<file path="src/rtl/monitor_turno_ciclos_if.sv">
// Bus bundle for monitor_turno_ciclos.
//   master: drives the cycle count, turn control and result ack; observes
//           the turn state, elapsed count, warning and result.
//   slave : the monitor itself (mirror directions).
interface monitor_turno_ciclos_if #(
    parameter int W = 8
);
    logic [W-1:0] ciclos_in;        // free-running cycle count
    logic         start;            // begin a turn (IDLE only)
    logic         stop;             // end the turn early (RUN only)
    logic [W-1:0] limite;           // cycle limit, 0 = unlimited
    logic         ack;              // result accepted
    logic [1:0]   estado;           // IDLE=0, RUN=1, DONE=2
    logic [W-1:0] transcurrido;     // elapsed cycles, registered
    logic         aviso;            // near-limit warning
    logic [W-1:0] resultado;        // final elapsed count
    logic         resultado_valid;  // result available
    logic         timeout;          // turn ended by limit or saturation
    logic [7:0]   turnos;           // completed turns, wraps

    modport master (
        output ciclos_in, start, stop, limite, ack,
        input  estado, transcurrido, aviso, resultado, resultado_valid,
               timeout, turnos
    );

    modport slave (
        input  ciclos_in, start, stop, limite, ack,
        output estado, transcurrido, aviso, resultado, resultado_valid,
               timeout, turnos
    );
endinterface

</file>
<file path="src/rtl/monitor_turno_ciclos.sv">
// Times one game turn against a programmable cycle limit.
// On start the free-running cycle count is snapshotted; elapsed time is the
// modulo-2^W difference to that snapshot, so counter wrap needs no handling.
// The turn ends on stop, on reaching the limit, or (no limit) on saturation;
// the result is then offered with a valid/ack handshake.
// Ports:
//   clk   - rising-edge clock
//   reset - asynchronous active-low reset
//   bus   - monitor_turno_ciclos_if.slave (inputs ciclos_in, start, stop,
//           limite, ack; outputs estado, transcurrido, aviso, resultado,
//           resultado_valid, timeout, turnos)
module monitor_turno_ciclos #(
    parameter int W     = 8,
    parameter int AVISO = 3
) (
    input  logic                   clk,
    input  logic                   reset,
    monitor_turno_ciclos_if.slave  bus
);
    typedef enum logic [1:0] {
        IDLE = 2'd0,
        RUN  = 2'd1,
        DONE = 2'd2
    } estado_t;

    estado_t      st, st_nxt;
    logic [W-1:0] base, lim;
    logic [W-1:0] elapsed;
    logic [W-1:0] transcurrido_q, resultado_q;
    logic         timeout_q;
    logic [7:0]   turnos_q;
    logic         lim_hit, sat_hit;
    logic [W:0]   aviso_sum;

    assign elapsed = bus.ciclos_in - base;
    assign lim_hit = (lim != '0) && (elapsed >= lim);
    // Without a limit the turn ends when the elapsed count would wrap.
    assign sat_hit = (lim == '0) && (elapsed == {W{1'b1}});
    // One extra bit so elapsed + margin never overflows.
    assign aviso_sum = {1'b0, elapsed} + (W+1)'(AVISO);

    always_ff @(posedge clk or negedge reset) begin
        if (!reset) st <= IDLE;
        else        st <= st_nxt;
    end

    always_comb begin
        st_nxt = st;
        case (st)
            IDLE:    if (bus.start) st_nxt = RUN;
            RUN:     if (lim_hit || sat_hit || bus.stop) st_nxt = DONE;
            DONE:    if (bus.ack) st_nxt = IDLE;
            default: st_nxt = IDLE;
        endcase
    end

    always_comb begin
        bus.estado          = st;
        bus.aviso           = (st == RUN) && (lim != '0) &&
                              (aviso_sum >= {1'b0, lim});
        bus.resultado_valid = (st == DONE);
    end

    // Datapath; the limit/saturation branches come first so they win over
    // a simultaneous stop.
    always_ff @(posedge clk or negedge reset) begin
        if (!reset) begin
            base           <= '0;
            lim            <= '0;
            transcurrido_q <= '0;
            resultado_q    <= '0;
            timeout_q      <= 1'b0;
            turnos_q       <= '0;
        end else begin
            case (st)
                IDLE: begin
                    if (bus.start) begin
                        base      <= bus.ciclos_in;
                        lim       <= bus.limite;
                        timeout_q <= 1'b0;
                    end
                end
                RUN: begin
                    transcurrido_q <= elapsed;
                    if (lim_hit) begin
                        resultado_q <= lim;
                        timeout_q   <= 1'b1;
                    end else if (sat_hit) begin
                        resultado_q <= {W{1'b1}};
                        timeout_q   <= 1'b1;
                    end else if (bus.stop) begin
                        resultado_q <= elapsed;
                        timeout_q   <= 1'b0;
                    end
                end
                DONE: begin
                    if (bus.ack) turnos_q <= turnos_q + 8'd1;
                end
                default: ;
            endcase
        end
    end

    assign bus.transcurrido = transcurrido_q;
    assign bus.resultado    = resultado_q;
    assign bus.timeout      = timeout_q;
    assign bus.turnos       = turnos_q;
endmodule

</file>
<file path="src/flat_wrapper.sv">
// flat-port wrapper written by rule: the top's interface ports become plain ports
module monitor_turno_ciclos_flat 
#(
    parameter int W     = 8,
    parameter int AVISO = 3
)
  (clk, reset, bus_ciclos_in, bus_start, bus_stop, bus_limite, bus_ack, bus_estado, bus_transcurrido, bus_aviso, bus_resultado, bus_resultado_valid, bus_timeout, bus_turnos);
  monitor_turno_ciclos_if #(.W(W)) bus_i ();
  input  logic clk;
  input  logic reset;
  input wire logic [$bits(bus_i.ciclos_in)-1:0] bus_ciclos_in;
  input wire logic [$bits(bus_i.start)-1:0] bus_start;
  input wire logic [$bits(bus_i.stop)-1:0] bus_stop;
  input wire logic [$bits(bus_i.limite)-1:0] bus_limite;
  input wire logic [$bits(bus_i.ack)-1:0] bus_ack;
  output wire logic [$bits(bus_i.estado)-1:0] bus_estado;
  output wire logic [$bits(bus_i.transcurrido)-1:0] bus_transcurrido;
  output wire logic [$bits(bus_i.aviso)-1:0] bus_aviso;
  output wire logic [$bits(bus_i.resultado)-1:0] bus_resultado;
  output wire logic [$bits(bus_i.resultado_valid)-1:0] bus_resultado_valid;
  output wire logic [$bits(bus_i.timeout)-1:0] bus_timeout;
  output wire logic [$bits(bus_i.turnos)-1:0] bus_turnos;
  assign bus_i.ciclos_in = bus_ciclos_in;
  assign bus_i.start = bus_start;
  assign bus_i.stop = bus_stop;
  assign bus_i.limite = bus_limite;
  assign bus_i.ack = bus_ack;
  assign bus_estado = bus_i.estado;
  assign bus_transcurrido = bus_i.transcurrido;
  assign bus_aviso = bus_i.aviso;
  assign bus_resultado = bus_i.resultado;
  assign bus_resultado_valid = bus_i.resultado_valid;
  assign bus_timeout = bus_i.timeout;
  assign bus_turnos = bus_i.turnos;
  monitor_turno_ciclos #(.W(W), .AVISO(AVISO)) u_core (.clk(clk), .reset(reset), .bus(bus_i));
endmodule
</file>
<file path="config.mk">
export PLATFORM = sky130hd
export DESIGN_NAME = monitor_turno_ciclos_flat
export DESIGN_NICKNAME = d
export VERILOG_FILES = /design/src/rtl/monitor_turno_ciclos_if.sv /design/src/rtl/monitor_turno_ciclos.sv /design/src/flat_wrapper.sv
export SDC_FILE = /design/constraint.sdc
export NUM_CORES = 1
export LEC_CHECK = 0
export CAP_MARGIN = 40
export CORE_ASPECT_RATIO = 1.4
export CORE_UTILIZATION = 35
export DETAILED_ROUTE_END_ITERATION = 7
export PLACE_DENSITY_LB_ADDON = 0.08
export RECOVER_POWER = 50
export SETUP_SLACK_MARGIN = 0.05
export SLEW_MARGIN = 30
export SYNTH_ARGS = -nofsm -noshare
export SYNTH_HDL_FRONTEND = slang
export SYNTH_SLANG_ARGS = --single-unit
</file>
<file path="constraint.sdc">
create_clock -name clk -period 5.3 [get_ports clk]
set_input_delay 1.06 -clock clk [delete_from_list [all_inputs] [get_ports clk]]
set_output_delay 1.06 -clock clk [all_outputs]
set_load 0.005 [all_outputs]
</file>
==> metrics.sh <==
VIOLATED_CHECKS='capacitance limit, slew limit'
MAPPEDNETLISTAREA_UM2=2694
VIAS_IN_THE_FIRST_GLOBAL_ROUTE=2285
HPWL_UM=4748
PORT_BUFFERS=49
ROUTE.DETAILED.VIAS_PER_INST=4.928
MAX_CLOCK_FREQ_MHz=194.9
YS_WARN_COUNT=0
WIRE_LENGTH_OF_THE_FIRST_GLOBAL_ROUTING_PASS_UM=10600
HOLD_BUFS_INSERTED_AFTER_CTS=0
FIN_TNS_SETUP_PS=0
GRT_USE_TOTAL=0.1677
POST-ROUTE-DRC-COUNT=0
VIAS=2257
PERIOD_MINUS_SLACK_PS=5131
WORSTREGTOREGCELLS=16
TIMING_WORST_SETUP_PATH_TYPE='input pin to primary output'
CRIT_PATH_START_KIND='input pin'
MAXSLEWHEADROOM=-0.5583
REQUIRED_PS=4240
ROUTE.DETAILED.WL_PER_INST_UM=13.76
DIEWIDTH_UM=76.15
INITIAL_ANTENNA_VIOLATION_COUNT=0
SYN_INST=284
WORST_HOLD_SLACK_PS=475.5
FLOORPLAN.CORE_AREA_UM2=7407
FINAL_AREA_UM2=3598
SYNTH-ASYNC-RESET-RATIO=1.000
AREA_GROWTH_SYNTH_TO_FINISH_PCT=33.58
RRSETUPSLACK_PS=1700
CRITICAL_PATH.MAX_FANOUT=5
ARRIVAL_PS=4070
WORST-SLEW-PIN-TRANSITION_PS=2337
MOST_FREQUENT_STANDARD_CELL_IN_THE_LAYOUT_EXCLUDING_FILL_AND_TAP_CELLS='clkdlybuf4s50_1'
PLACEMENT_ROWS=37
SETUP_WS_PS=169.2
DIE_HEIGHT_UM=105.8
REG2REG_FROM='u_core.base[0]'
PRE_CTS_WS_PS=-389.6
CLOCK_LATENCY_PS=300
GRT_MAX_DEGREE=44
FINAL_LAYOUT_SIZE_SUFFIX_GT1_FRAC=0.1634
GRT_OVERFLOW=0
SYNTH.FF_LATCH_COUNT=43
CLOCK_SKEW_PS=9.586
DETAIL_ROUTE.ITER0.VIOLATIONS=136
PLACE.GP.CONGESTION=0.8199
FINAL_HOLD_VIOLATION_COUNT=0
MAX_CAP_VIOL_COUNT=1
WORST_SETUP_PATH_ENDPOINT='bus_aviso'
FINAL_MAX_SLEW_VIOL_COUNT=44
SYNTH.AVG_CELL_AREA_UM2=9.485
DIE_AREA_UM2=8057
FINALWIRELENGTH_UM=6304
SYNTH_SEQ_AREA_SHARE=0.3994
REPORT.FINAL.SETUP_VIOL=0
POWER_LEAKAGE_uW=0.001645
POST_DETAILED_ROUTE_COUNT_OF_ANTENNA_VIOLATING_NETS=0
SYNTH_FLOP_CELL='dfrtp_1'
IR_WORST_VDD_uV=228.6
IOPINCOUNT=50
DRT_FIRST_PASS_ITERS=4
NUMBER_OF_ENABLE_TYPE_REGISTER_CELLS_IN_THE_SYNTHESIZED_NETLIST=0
NNETSFINAL=408
RUN_STATUS='finished, violations left'
MIN_PATH_TYPE='flop to flop'
SYNTHESIS.NETS=332
CLK_ROOT_BUFFER_CELL='clkbuf_8'
DIODES=0
PLACED_CELL_AREA_UM2=3442
P_PER_AREA_nW_PER_UM2=749.1
CLK_PIN_SLEW_WORST_PATHS_PS=80
CLKSINKCOUNT=43
STARTPOINT='bus_ciclos_in[0]'
CTS.HTREE.LEVELS=2
FINAL_MIN_PERIOD_OVER_CLOCK_PERIOD=0.9681
LAYOUT_COMMON_CELLS='clkdlybuf4s50_1, dfrtp_1, nand2_1'
CLK_PATH_BUF_DEPTH=2
SYNTH.DISTINCT_CELLS=49
WORSTREG2REGEND='u_core.bus.resultado[7]'
CTS_TREE='built'
START_UTIL=0.3637
CTS_MADE_BUFFERS=5
SETUP_REPAIR_AFTER_GLOBAL_ROUTING_MISSED_ITS_MARGIN='false'
FINAL_CORE_UTIL=0.4858
CRIT_PATH_END_KIND='primary output'
how the worst min path moves through the flow:
stage / from / end / slack [ps] / cells after the start
6_report: u_core.bus.transcurrido[4] / u_core.bus.transcurrido[4] / 480 / 2
3_3_place_gp: u_core.bus.transcurrido[3] / u_core.bus.transcurrido[3] / 460 / 2
3_5_place_dp: u_core.bus.transcurrido[3] / u_core.bus.transcurrido[3] / 460 / 2
2_1_floorplan: u_core.bus.turnos[7] / u_core.bus.turnos[7] / 470 / 1
5_1_grt: u_core.bus.turnos[7] / u_core.bus.turnos[7] / 520 / 1
4_1_cts: u_core.bus.transcurrido[5] / u_core.bus.transcurrido[5] / 480 / 2
worst max-delay path, cell delays in order:
cell             delay [ps]
clkdlybuf4s50_1         420
inv_1                    70
ha_2                    170
inv_1                    50
fa_2                    370
a21o_2                  230
a21oi_2                 160
xnor2_2                 140
nor3b_2                 210
buf_4                   130
buf_4                    90
buf_4                    90
buf_4                    90
buf_4                    90
buf_4                    90
buf_4                    90
nand4_1                  80
a311oi_1                280
buf_2                   170
layout make-up:
type	count	area (um^2)
clock buffer	6	72.57
clock inverter	2	12.51
fill	722	3809
inverter	23	86.33
multi-input combinational	207	1521
sequential	43	1076
tap	97	121.4
timing repair buffer	80	708.2
per-layer routing:
| layer | wire length (um) | track usage |
|---|---|---|
| met5 | 0 | 0 |
| met4 | 80 | 0.05907 |
| met3 | 201 | 0.02771 |
| met2 | 3312 | 0.3097 |
| met1 | 2709 | 0.1934 |
state kept, by name, summed over array words and instances (netlist names):
| register | cells |
|---|---|
| u_core.base | 8 |
| u_core.bus.estado | 2 |
| u_core.bus.resultado | 8 |
| u_core.bus.timeout | 1 |
| u_core.bus.transcurrido | 8 |
| u_core.bus.turnos | 8 |
| u_core.lim | 8 |
power breakdown:
group | internal [uW] | switching (uW)
logic | 951 | 967
clock network | 92.3 | 117
registers | 477 | 90.9
metrics by stage:
stage / instances / power, uW
after detailed placement: 443 / 2426
after global routing: 458 / 2983
after floorplan: 284 / 1742
after global placement: 443 / 2399
after CTS: 458 / 2702
final: 458 / 2696
logic make-up (layout without fill, tap and decap cells):
logic type               count (synthesis)  count (layout)  synth area share
AO/OA/AOI/OAI                           78              78            0.1951
adder cells (fa/ha/maj)                 27              27            0.1282
buffers and inverters                   34             111           0.05016
multiplexers                             6               6           0.02787
flip-flops                              43              43            0.3994
AND/OR/NAND/NOR                         80              80            0.1472
XOR/XNOR                                16              16           0.05202
cells in the mapped netlist, drive strengths merged (2+ instances only):
library cell | n | area [um^2]
a211oi | 3 | 22.52
a21oi | 15 | 75.07
clkbuf | 8 | 30.03
nand3 | 4 | 20.02
ha | 26 | 325.3
and3 | 2 | 17.52
xnor2 | 10 | 87.58
or2 | 2 | 12.52
nand2b | 4 | 25.02
nand4 | 4 | 25.02
or3 | 2 | 12.51
o21a | 3 | 22.52
a311oi | 2 | 17.52
inv | 23 | 86.33
a21boi | 2 | 15.02
o311ai | 2 | 42.55
buf | 3 | 18.77
nor2b | 6 | 37.54
o2bb2ai | 6 | 52.55
mux2 | 6 | 75.07
nand2 | 38 | 142.6
and2 | 2 | 12.51
dfrtp | 43 | 1076
nor3 | 4 | 20.02
o21ai | 33 | 176.4
xor2 | 6 | 52.55
nor2 | 6 | 22.52
o2111ai | 2 | 17.52
nor3b | 2 | 15.01
a21o | 4 | 31.28
timing repair:
action,CTS,global route
resized for setup,5,7
endpoints found under the hold margin,0,0
setup endpoints to repair,1,1
pin swaps,2,6
buffers inserted,7,0
Note: power is estimated with default switching activity, not from simulation.
